[src/rtl/rv32m_pkg.sv]
// Shared RV32M definitions used by decode, the register file and the multiply/divide unit.
package rv32m_pkg;

    localparam int XLEN       = 32;
    localparam int REG_ADDR_W = 5;

    typedef enum logic [2:0] {
        MD_MUL    = 3'd0,
        MD_MULH   = 3'd1,
        MD_MULHSU = 3'd2,
        MD_MULHU  = 3'd3,
        MD_DIV    = 3'd4,
        MD_DIVU   = 3'd5,
        MD_REM    = 3'd6,
        MD_REMU   = 3'd7
    } md_op_e;

    typedef enum logic [1:0] {
        MDU_IDLE = 2'd0,
        MDU_CALC = 2'd1,
        MDU_FIX  = 2'd2,
        MDU_DONE = 2'd3
    } mdu_state_e;

endpackage

[src/rtl/mdu_iter_core.sv]
// Radix-2 unsigned shift-add multiplier / restoring divider; one bit per step, XLEN steps after start.
// No backpressure of its own: steps only while the controller holds step_i.
module mdu_iter_core
    import rv32m_pkg::*;
(
    input  logic                clk_i,
    input  logic                rst_ni,
    input  logic                start_i,
    input  logic                step_i,
    input  logic                div_mode_i,
    input  logic [XLEN-1:0]     op_a_i,
    input  logic [XLEN-1:0]     op_b_i,
    output logic                done_o,
    output logic [2*XLEN-1:0]   acc_o
);

    localparam int CNT_W = $clog2(XLEN);

    logic [2*XLEN-1:0] acc_q;
    logic [2*XLEN-1:0] acc_d;
    logic [XLEN-1:0]   opb_q;
    logic [CNT_W-1:0]  cnt_q;
    logic [XLEN:0]     add_sum;
    logic [XLEN:0]     sub_diff;

    // Multiply: multiplier sits in the low half and shifts out LSB-first while the
    // product builds in the high half. Divide: {remainder, quotient} shifts left,
    // quotient bits enter at the bottom; the MSB of sub_diff is the borrow.
    always_comb begin
        add_sum  = {1'b0, acc_q[2*XLEN-1:XLEN]} + (acc_q[0] ? {1'b0, opb_q} : {(XLEN+1){1'b0}});
        sub_diff = acc_q[2*XLEN-1:XLEN-1] - {1'b0, opb_q};
        if (div_mode_i) begin
            if (sub_diff[XLEN]) begin
                acc_d = {acc_q[2*XLEN-2:0], 1'b0};
            end else begin
                acc_d = {sub_diff[XLEN-1:0], acc_q[XLEN-2:0], 1'b1};
            end
        end else begin
            acc_d = {add_sum, acc_q[XLEN-1:1]};
        end
    end

    always_ff @(posedge clk_i or negedge rst_ni) begin
        if (!rst_ni) begin
            acc_q <= '0;
            opb_q <= '0;
            cnt_q <= '0;
        end else if (start_i) begin
            acc_q <= {{XLEN{1'b0}}, op_a_i};
            opb_q <= op_b_i;
            cnt_q <= '0;
        end else if (step_i) begin
            acc_q <= acc_d;
            cnt_q <= cnt_q + 1'b1;
        end
    end

    assign done_o = (cnt_q == CNT_W'(XLEN - 1));
    assign acc_o  = acc_q;

endmodule

[src/rtl/mul_div_unit.sv]
// RV32M multiply/divide unit: 33 cycles accept-to-valid for iterated ops, next cycle for divide special cases.
// Accepts only when idle; the result is held in DONE until out_ready_i, and flush_i kills any op.
module mul_div_unit #(
    parameter int XLEN       = 32,
    parameter int REG_ADDR_W = 5
) (
    input  logic                  clk_i,
    input  logic                  rst_ni,
    input  logic                  flush_i,
    input  logic                  in_valid_i,
    output logic                  in_ready_o,
    input  logic [2:0]            op_i,
    input  logic [XLEN-1:0]       rs1_data_i,
    input  logic [XLEN-1:0]       rs2_data_i,
    input  logic [REG_ADDR_W-1:0] rd_addr_i,
    output logic                  out_valid_o,
    input  logic                  out_ready_i,
    output logic [XLEN-1:0]       result_o,
    output logic [REG_ADDR_W-1:0] rd_addr_o
);
    import rv32m_pkg::*;

    mdu_state_e state_q, state_d;

    md_op_e                op_in;
    md_op_e                op_q;
    logic                  neg_q;
    logic [REG_ADDR_W-1:0] rd_q;

    logic                  a_neg, b_neg, neg_d;
    logic [XLEN-1:0]       a_mag, b_mag;
    logic                  is_div, is_rem, div_zero, div_ovf, special;
    logic [XLEN-1:0]       special_res;

    logic                  start, step, load_special, load_fix;
    logic                  core_done;
    logic [2*XLEN-1:0]     acc;
    logic [2*XLEN-1:0]     prod;
    logic [XLEN-1:0]       div_val;
    logic [XLEN-1:0]       fix_res;

    // Operand decode happens on the raw inputs so everything is latched on the accept edge.
    always_comb begin
        op_in    = md_op_e'(op_i);
        a_neg    = rs1_data_i[XLEN-1] & (op_in inside {MD_MUL, MD_MULH, MD_MULHSU, MD_DIV, MD_REM});
        b_neg    = rs2_data_i[XLEN-1] & (op_in inside {MD_MUL, MD_MULH, MD_DIV, MD_REM});
        a_mag    = a_neg ? -rs1_data_i : rs1_data_i;
        b_mag    = b_neg ? -rs2_data_i : rs2_data_i;
        is_div   = op_i[2];
        is_rem   = op_i[2] & op_i[1];
        // Remainder follows the dividend; product and quotient follow the sign difference.
        neg_d    = is_rem ? a_neg : (a_neg ^ b_neg);
        div_zero = is_div & (rs2_data_i == '0);
        div_ovf  = is_div & ~op_i[0] & (rs1_data_i == {1'b1, {(XLEN-1){1'b0}}}) & (rs2_data_i == '1);
        special  = div_zero | div_ovf;
        if (div_zero) begin
            special_res = is_rem ? rs1_data_i : '1;
        end else begin
            special_res = is_rem ? '0 : {1'b1, {(XLEN-1){1'b0}}};
        end
    end

    always_comb begin
        prod = neg_q ? -acc : acc;
        div_val = op_q[1] ? acc[2*XLEN-1:XLEN] : acc[XLEN-1:0];
        if (!op_q[2]) begin
            fix_res = (op_q == MD_MUL) ? prod[XLEN-1:0] : prod[2*XLEN-1:XLEN];
        end else begin
            fix_res = neg_q ? -div_val : div_val;
        end
    end

    always_comb begin
        state_d      = state_q;
        start        = 1'b0;
        step         = 1'b0;
        load_special = 1'b0;
        load_fix     = 1'b0;
        if (flush_i) begin
            state_d = MDU_IDLE;
        end else begin
            case (state_q)
                MDU_IDLE: begin
                    if (in_valid_i) begin
                        if (special) begin
                            load_special = 1'b1;
                            state_d      = MDU_DONE;
                        end else begin
                            start   = 1'b1;
                            state_d = MDU_CALC;
                        end
                    end
                end
                MDU_CALC: begin
                    step = 1'b1;
                    if (core_done) begin
                        state_d = MDU_FIX;
                    end
                end
                MDU_FIX: begin
                    load_fix = 1'b1;
                    state_d  = MDU_DONE;
                end
                MDU_DONE: begin
                    if (out_ready_i) begin
                        state_d = MDU_IDLE;
                    end
                end
                default: state_d = MDU_IDLE;
            endcase
        end
    end

    assign in_ready_o = (state_q == MDU_IDLE);

    always_ff @(posedge clk_i or negedge rst_ni) begin
        if (!rst_ni) begin
            state_q <= MDU_IDLE;
        end else begin
            state_q <= state_d;
        end
    end

    always_ff @(posedge clk_i or negedge rst_ni) begin
        if (!rst_ni) begin
            op_q        <= MD_MUL;
            neg_q       <= 1'b0;
            rd_q        <= '0;
            out_valid_o <= 1'b0;
            result_o    <= '0;
            rd_addr_o   <= '0;
        end else begin
            out_valid_o <= (state_d == MDU_DONE);
            if (start || load_special) begin
                op_q  <= op_in;
                neg_q <= neg_d;
                rd_q  <= rd_addr_i;
            end
            if (load_special) begin
                result_o  <= special_res;
                rd_addr_o <= rd_addr_i;
            end else if (load_fix) begin
                result_o  <= fix_res;
                rd_addr_o <= rd_q;
            end
        end
    end

    mdu_iter_core u_core (
        .clk_i      (clk_i),
        .rst_ni     (rst_ni),
        .start_i    (start),
        .step_i     (step),
        .div_mode_i (op_q[2]),
        .op_a_i     (a_mag),
        .op_b_i     (b_mag),
        .done_o     (core_done),
        .acc_o      (acc)
    );

endmodule
[config.mk]
export PLATFORM = sky130hd
export DESIGN_NAME = mul_div_unit
export DESIGN_NICKNAME = d
export VERILOG_FILES = /design/src/rtl/rv32m_pkg.sv /design/src/rtl/mdu_iter_core.sv /design/src/rtl/mul_div_unit.sv
export SDC_FILE = /design/constraint.sdc
export NUM_CORES = 1
export LEC_CHECK = 0
export CAP_MARGIN = 5
export CORE_MARGIN = 8
export CORE_UTILIZATION = 45
export DETAILED_ROUTE_END_ITERATION = 7
export DONT_BUFFER_PORTS = 1
export GPL_ROUTABILITY_DRIVEN = 0
export SLEW_MARGIN = 20
export SYNTH_ARGS = -nofsm -noshare
export SYNTH_HDL_FRONTEND = slang
export SYNTH_SLANG_ARGS = --single-unit
[constraint.sdc]
create_clock -name clk_i -period 9.9 [get_ports clk_i]
set_clock_uncertainty 0.1 [all_clocks]
set_input_delay 1.485 -clock clk_i [delete_from_list [all_inputs] [get_ports clk_i]]
set_output_delay 1.485 -clock clk_i [all_outputs]
set_load 0.02 [all_outputs]
==> out/metrics.csv <==
stage,metric,value,unit
worst_setup_path,rr_startpoint,u_core.acc_o[0],
clock_network,cts-root-buf,clkbuf_16,
yosys,synth_edf_count,0,
clock_network,cts_tree,yes,
timing,hold_viol_final,0,
worst_setup_path,reg2regPathDepth,13,
drt,drc,0,
grt,grt_start_max_net_pins,151,
hold_path,worstHoldEndpoint,u_core.opb_q[23],
grt,grt_pass1_vias,14675,
hold_path,min-delay-start,u_core.opb_q[23],
drt,drtPass1Iterations,5,
hold_path,hold_depth,2,
grt,grt.total_usage,27.2,%
final_layout,final_nets,2062,
placed_design,place_hpwl,42500,um
grt,grt_pass1_wl,88400,um
final_layout,syn2layout_area_growth,5.00,%
worst_setup_path,endpoint_kind,register,
yosys,ys_seq_area_share,24.2,%
worst_setup_path,cp_data_required_time,10.13,ns
yosys,syn-num-nets,2175,
timing,max_slew.worst_pin.slew,1.12,ns
grt,gr-total-overflow,0,
die,io-pin-count,116,
outcome,status,"finished, final reports clean",
clock_network,clk_transition_reported_paths,0.07,ns
clock_network,cts_buffer_depth,2,
worst_setup_path,crit_type,in2reg,
final_layout,final_layout_size_suffix_gt1_share,5.15,%
final_layout,final_area,16300,um2
flow_run,maxCapViolations,0,
die,fp.dieArea,40700,um2
worst_setup_path,cp_cell_sequence,"inv_1, ha_1, or4b_1, nor4_2, nand4_2, nor4_4, a31o_2, a21oi_2, nor3_4, o311ai_0, o22a_1",
power_and_ir_drop,powerDensity,265,nW/um2
timing,slew_viol_final,0,
yosys,yosys_warnings,0,
worst_setup_path,crit_path_max_incr_delay,0.77,ns
hold_path,hold_path.class,reg2reg,
timing,setup_viol_count_final,0,
timing,fmax,0.198,GHz
yosys,synth_async_sr_flop_share,100,%
yosys,postSynthAreaPerCell,7.66,um2
power_and_ir_drop,vdd_drop_max,0.145,mV
clock_network,ctsHoldBuffers,0,
worst_setup_path,regToRegSetupSlack,5.26,ns
die,placementRows,68,
clock_network,cts_sinks,150,
drt,num_vias,15412,
power_and_ir_drop,total_leakage_power,6.79,nW
yosys,synthesis.area,15500,um2
drt,drt_iter0_drc,1349,
timing,finalCritPeriodShare,51.1,%
yosys,synth_cells,2025,
clock_network,post-cts-setup-buffers,0,
worst_setup_path,critPathArrivalTime,5.28,ns
drt,finalWirelength,57000,um
timing,relSlewSlack,25.4,%
worst_setup_path,cp_max_fo,28,
clock_network,clk_latency,0.44,ns
placed_design,post_dp_cell_area,15700,um2
drt,wl_per_cell,23.9,um
clock_network,numCtsBuffers,17,
drt,vias_per_cell,6.48,
die,die_height,202,um
placed_design,io_buffers,0,
yosys,synth_cell_types,83,
worst_setup_path,r2r_end,u_core.acc_o[63],
yosys,synthFlopType,dfrtp_1,
timing,fin_crit,5.05,ns
worst_setup_path,start_kind,primary input,
clock_network,h-tree-depth,4,
die,core-area,34300,um2
grt,antenna_found_initial,0,
worst_setup_path,crit_path_top_delay_cell,nor3_4,
die,die_x,202,um
drt,antenna_left,0,
timing,finalSetupTns,0,ns
timing,rsz0062_at_grt,false,
clock_network,ctsResizeCount,0,
die,initial_core_util,45.3,%
yosys,ys_seq_elements,150,
==> kinds of logic after synthesis <==
kind of cell	count (synthesis)	share of synthesized area (%)
AO/OA/AOI/OAI	653	26.9
AND/OR/NAND/NOR	649	20.4
buffers and inverters	212	5.38
XOR/XNOR	195	11.0
flip-flops	150	24.2
multiplexers	93	6.10
adder cells (fa/ha/maj)	73	5.98
==> state kept, by name, indices dropped and copies added (netlist names) <==
register      count
result_o         32
u_core.cnt_q      5
u_core.opb_q     32
out_valid_o       1
op_q              3
rd_q              5
state_q           2
neg_q             1
rd_addr_o         5
u_core.acc_o     64
==> cells in the mapped netlist (8+ instances only) <==
| master | n | share of area (%) |
|---|---|---|
| nor3_1 | 45 | 1.5 |
| a21oi_1 | 143 | 4.6 |
| nand2b_1 | 15 | 0.60 |
| o41ai_1 | 14 | 0.79 |
| and2_1 | 14 | 0.56 |
| nor3b_1 | 12 | 0.58 |
| o21ai_0 | 192 | 6.2 |
| or4_1 | 15 | 0.73 |
| a21o_1 | 37 | 1.8 |
| nand3_1 | 34 | 1.1 |
| a22oi_1 | 10 | 0.48 |
| nor4_1 | 21 | 0.85 |
| clkbuf_1 | 112 | 2.7 |
| buf_2 | 29 | 0.94 |
| o211ai_1 | 49 | 2.4 |
| mux2_2 | 13 | 0.94 |
| o22ai_1 | 13 | 0.52 |
| nor2b_1 | 13 | 0.52 |
| o31ai_1 | 33 | 1.6 |
| or3_1 | 23 | 0.93 |
| inv_1 | 63 | 1.5 |
| nor2_1 | 153 | 3.7 |
| a221oi_1 | 9 | 0.51 |
| xor2_1 | 91 | 5.1 |
| a22o_1 | 10 | 0.56 |
| dfrtp_1 | 150 | 24 |
| nand4_1 | 19 | 0.77 |
| a211oi_1 | 21 | 1.0 |
| nand2_1 | 229 | 5.5 |
| o221ai_1 | 10 | 0.56 |
| o21a_1 | 18 | 0.87 |
| mux2i_1 | 80 | 5.2 |
| and3_1 | 15 | 0.60 |
| ha_1 | 71 | 5.7 |
| xnor2_1 | 104 | 5.9 |
| a31oi_1 | 24 | 0.97 |
| a221o_1 | 8 | 0.52 |
==> how the worst max path moves through the flow <==
stage                              from            to  slack (ns)  depth (start not counted)
after floorplan                 op_q[1]  result_o[30]        5.38                         16
after global placement    rs2_data_i[0]  result_o[24]        4.54                         11
after detailed placement  rs2_data_i[0]  result_o[24]        4.43                         11
after CTS                 rs2_data_i[0]  result_o[24]        4.87                         11
after global routing      rs2_data_i[0]  result_o[24]        4.48                         11
final                     rs2_data_i[0]  result_o[24]        4.85                         11
==> metrics by stage <==
step           setup WS [ns]  hold WS (ns)  total power (W)  util, %  std cells
2_1_floorplan           5.38         0.350          0.00288        -       2025
3_3_place_gp            4.54         0.366          0.00349     45.6       2348
3_5_place_dp            4.43         0.372          0.00352     45.6       2348
4_1_cts                 4.87         0.388          0.00427     47.5       2378
5_1_grt                 4.48         0.405          0.00460     47.5       2378
6_report                4.85         0.383          0.00433     47.5       2380
==> critical path: cells and delay by family <==
family	cells	cell delay (ns)
and+or+nand+nor	5	2.60
AOI/OAI and AO/OA	4	0.92
adders and majority gates	1	0.19
buffers and inverters	1	0.07
==> metal layers <==
metal	vias to the layer above	track usage [%]	share of wire [%]
met5	-	0	0
li1	7153	-	-
met3	143	4.28	7.0
met1	7438	34.3	41
met4	0	14.6	5.3
met2	678	44.3	47
==> cell type report <==
type / count / area, um2
Clock inverter: 11 / 198
Antenna cell: 2 / 5.00
Fill cell: 3392 / 18000
Timing Repair Buffer: 16 / 120
Sequential cell: 150 / 3760
Clock buffer: 19 / 443
Inverter: 64 / 240
Tap cell: 455 / 569
Multi-Input combinational cell: 1663 / 11000
==> placed cells by master (no fill, tap or decap), types with 24 or more instances in the layout <==
cell and instances:
o31ai_1 33, nor3_1 43, a21o_1 37, dfrtp_1 147
mux2i_1 80, inv_1 63, nand3_1 34, xnor2_1 104
xor2_1 91, a31oi_1 24, o211ai_1 49, nor2_1 152
nand2_1 229, ha_1 71, a21oi_1 143, o21ai_0 192
==> power by group <==
part           leakage (nW)  switching, W  total [W]  internal, W
Sequential             1.92      0.000373    0.00110     0.000729
Clock                 0.310      0.000289   0.000743     0.000454
Combinational          4.56       0.00146    0.00248      0.00102
(Power assumes the default switching activity.)
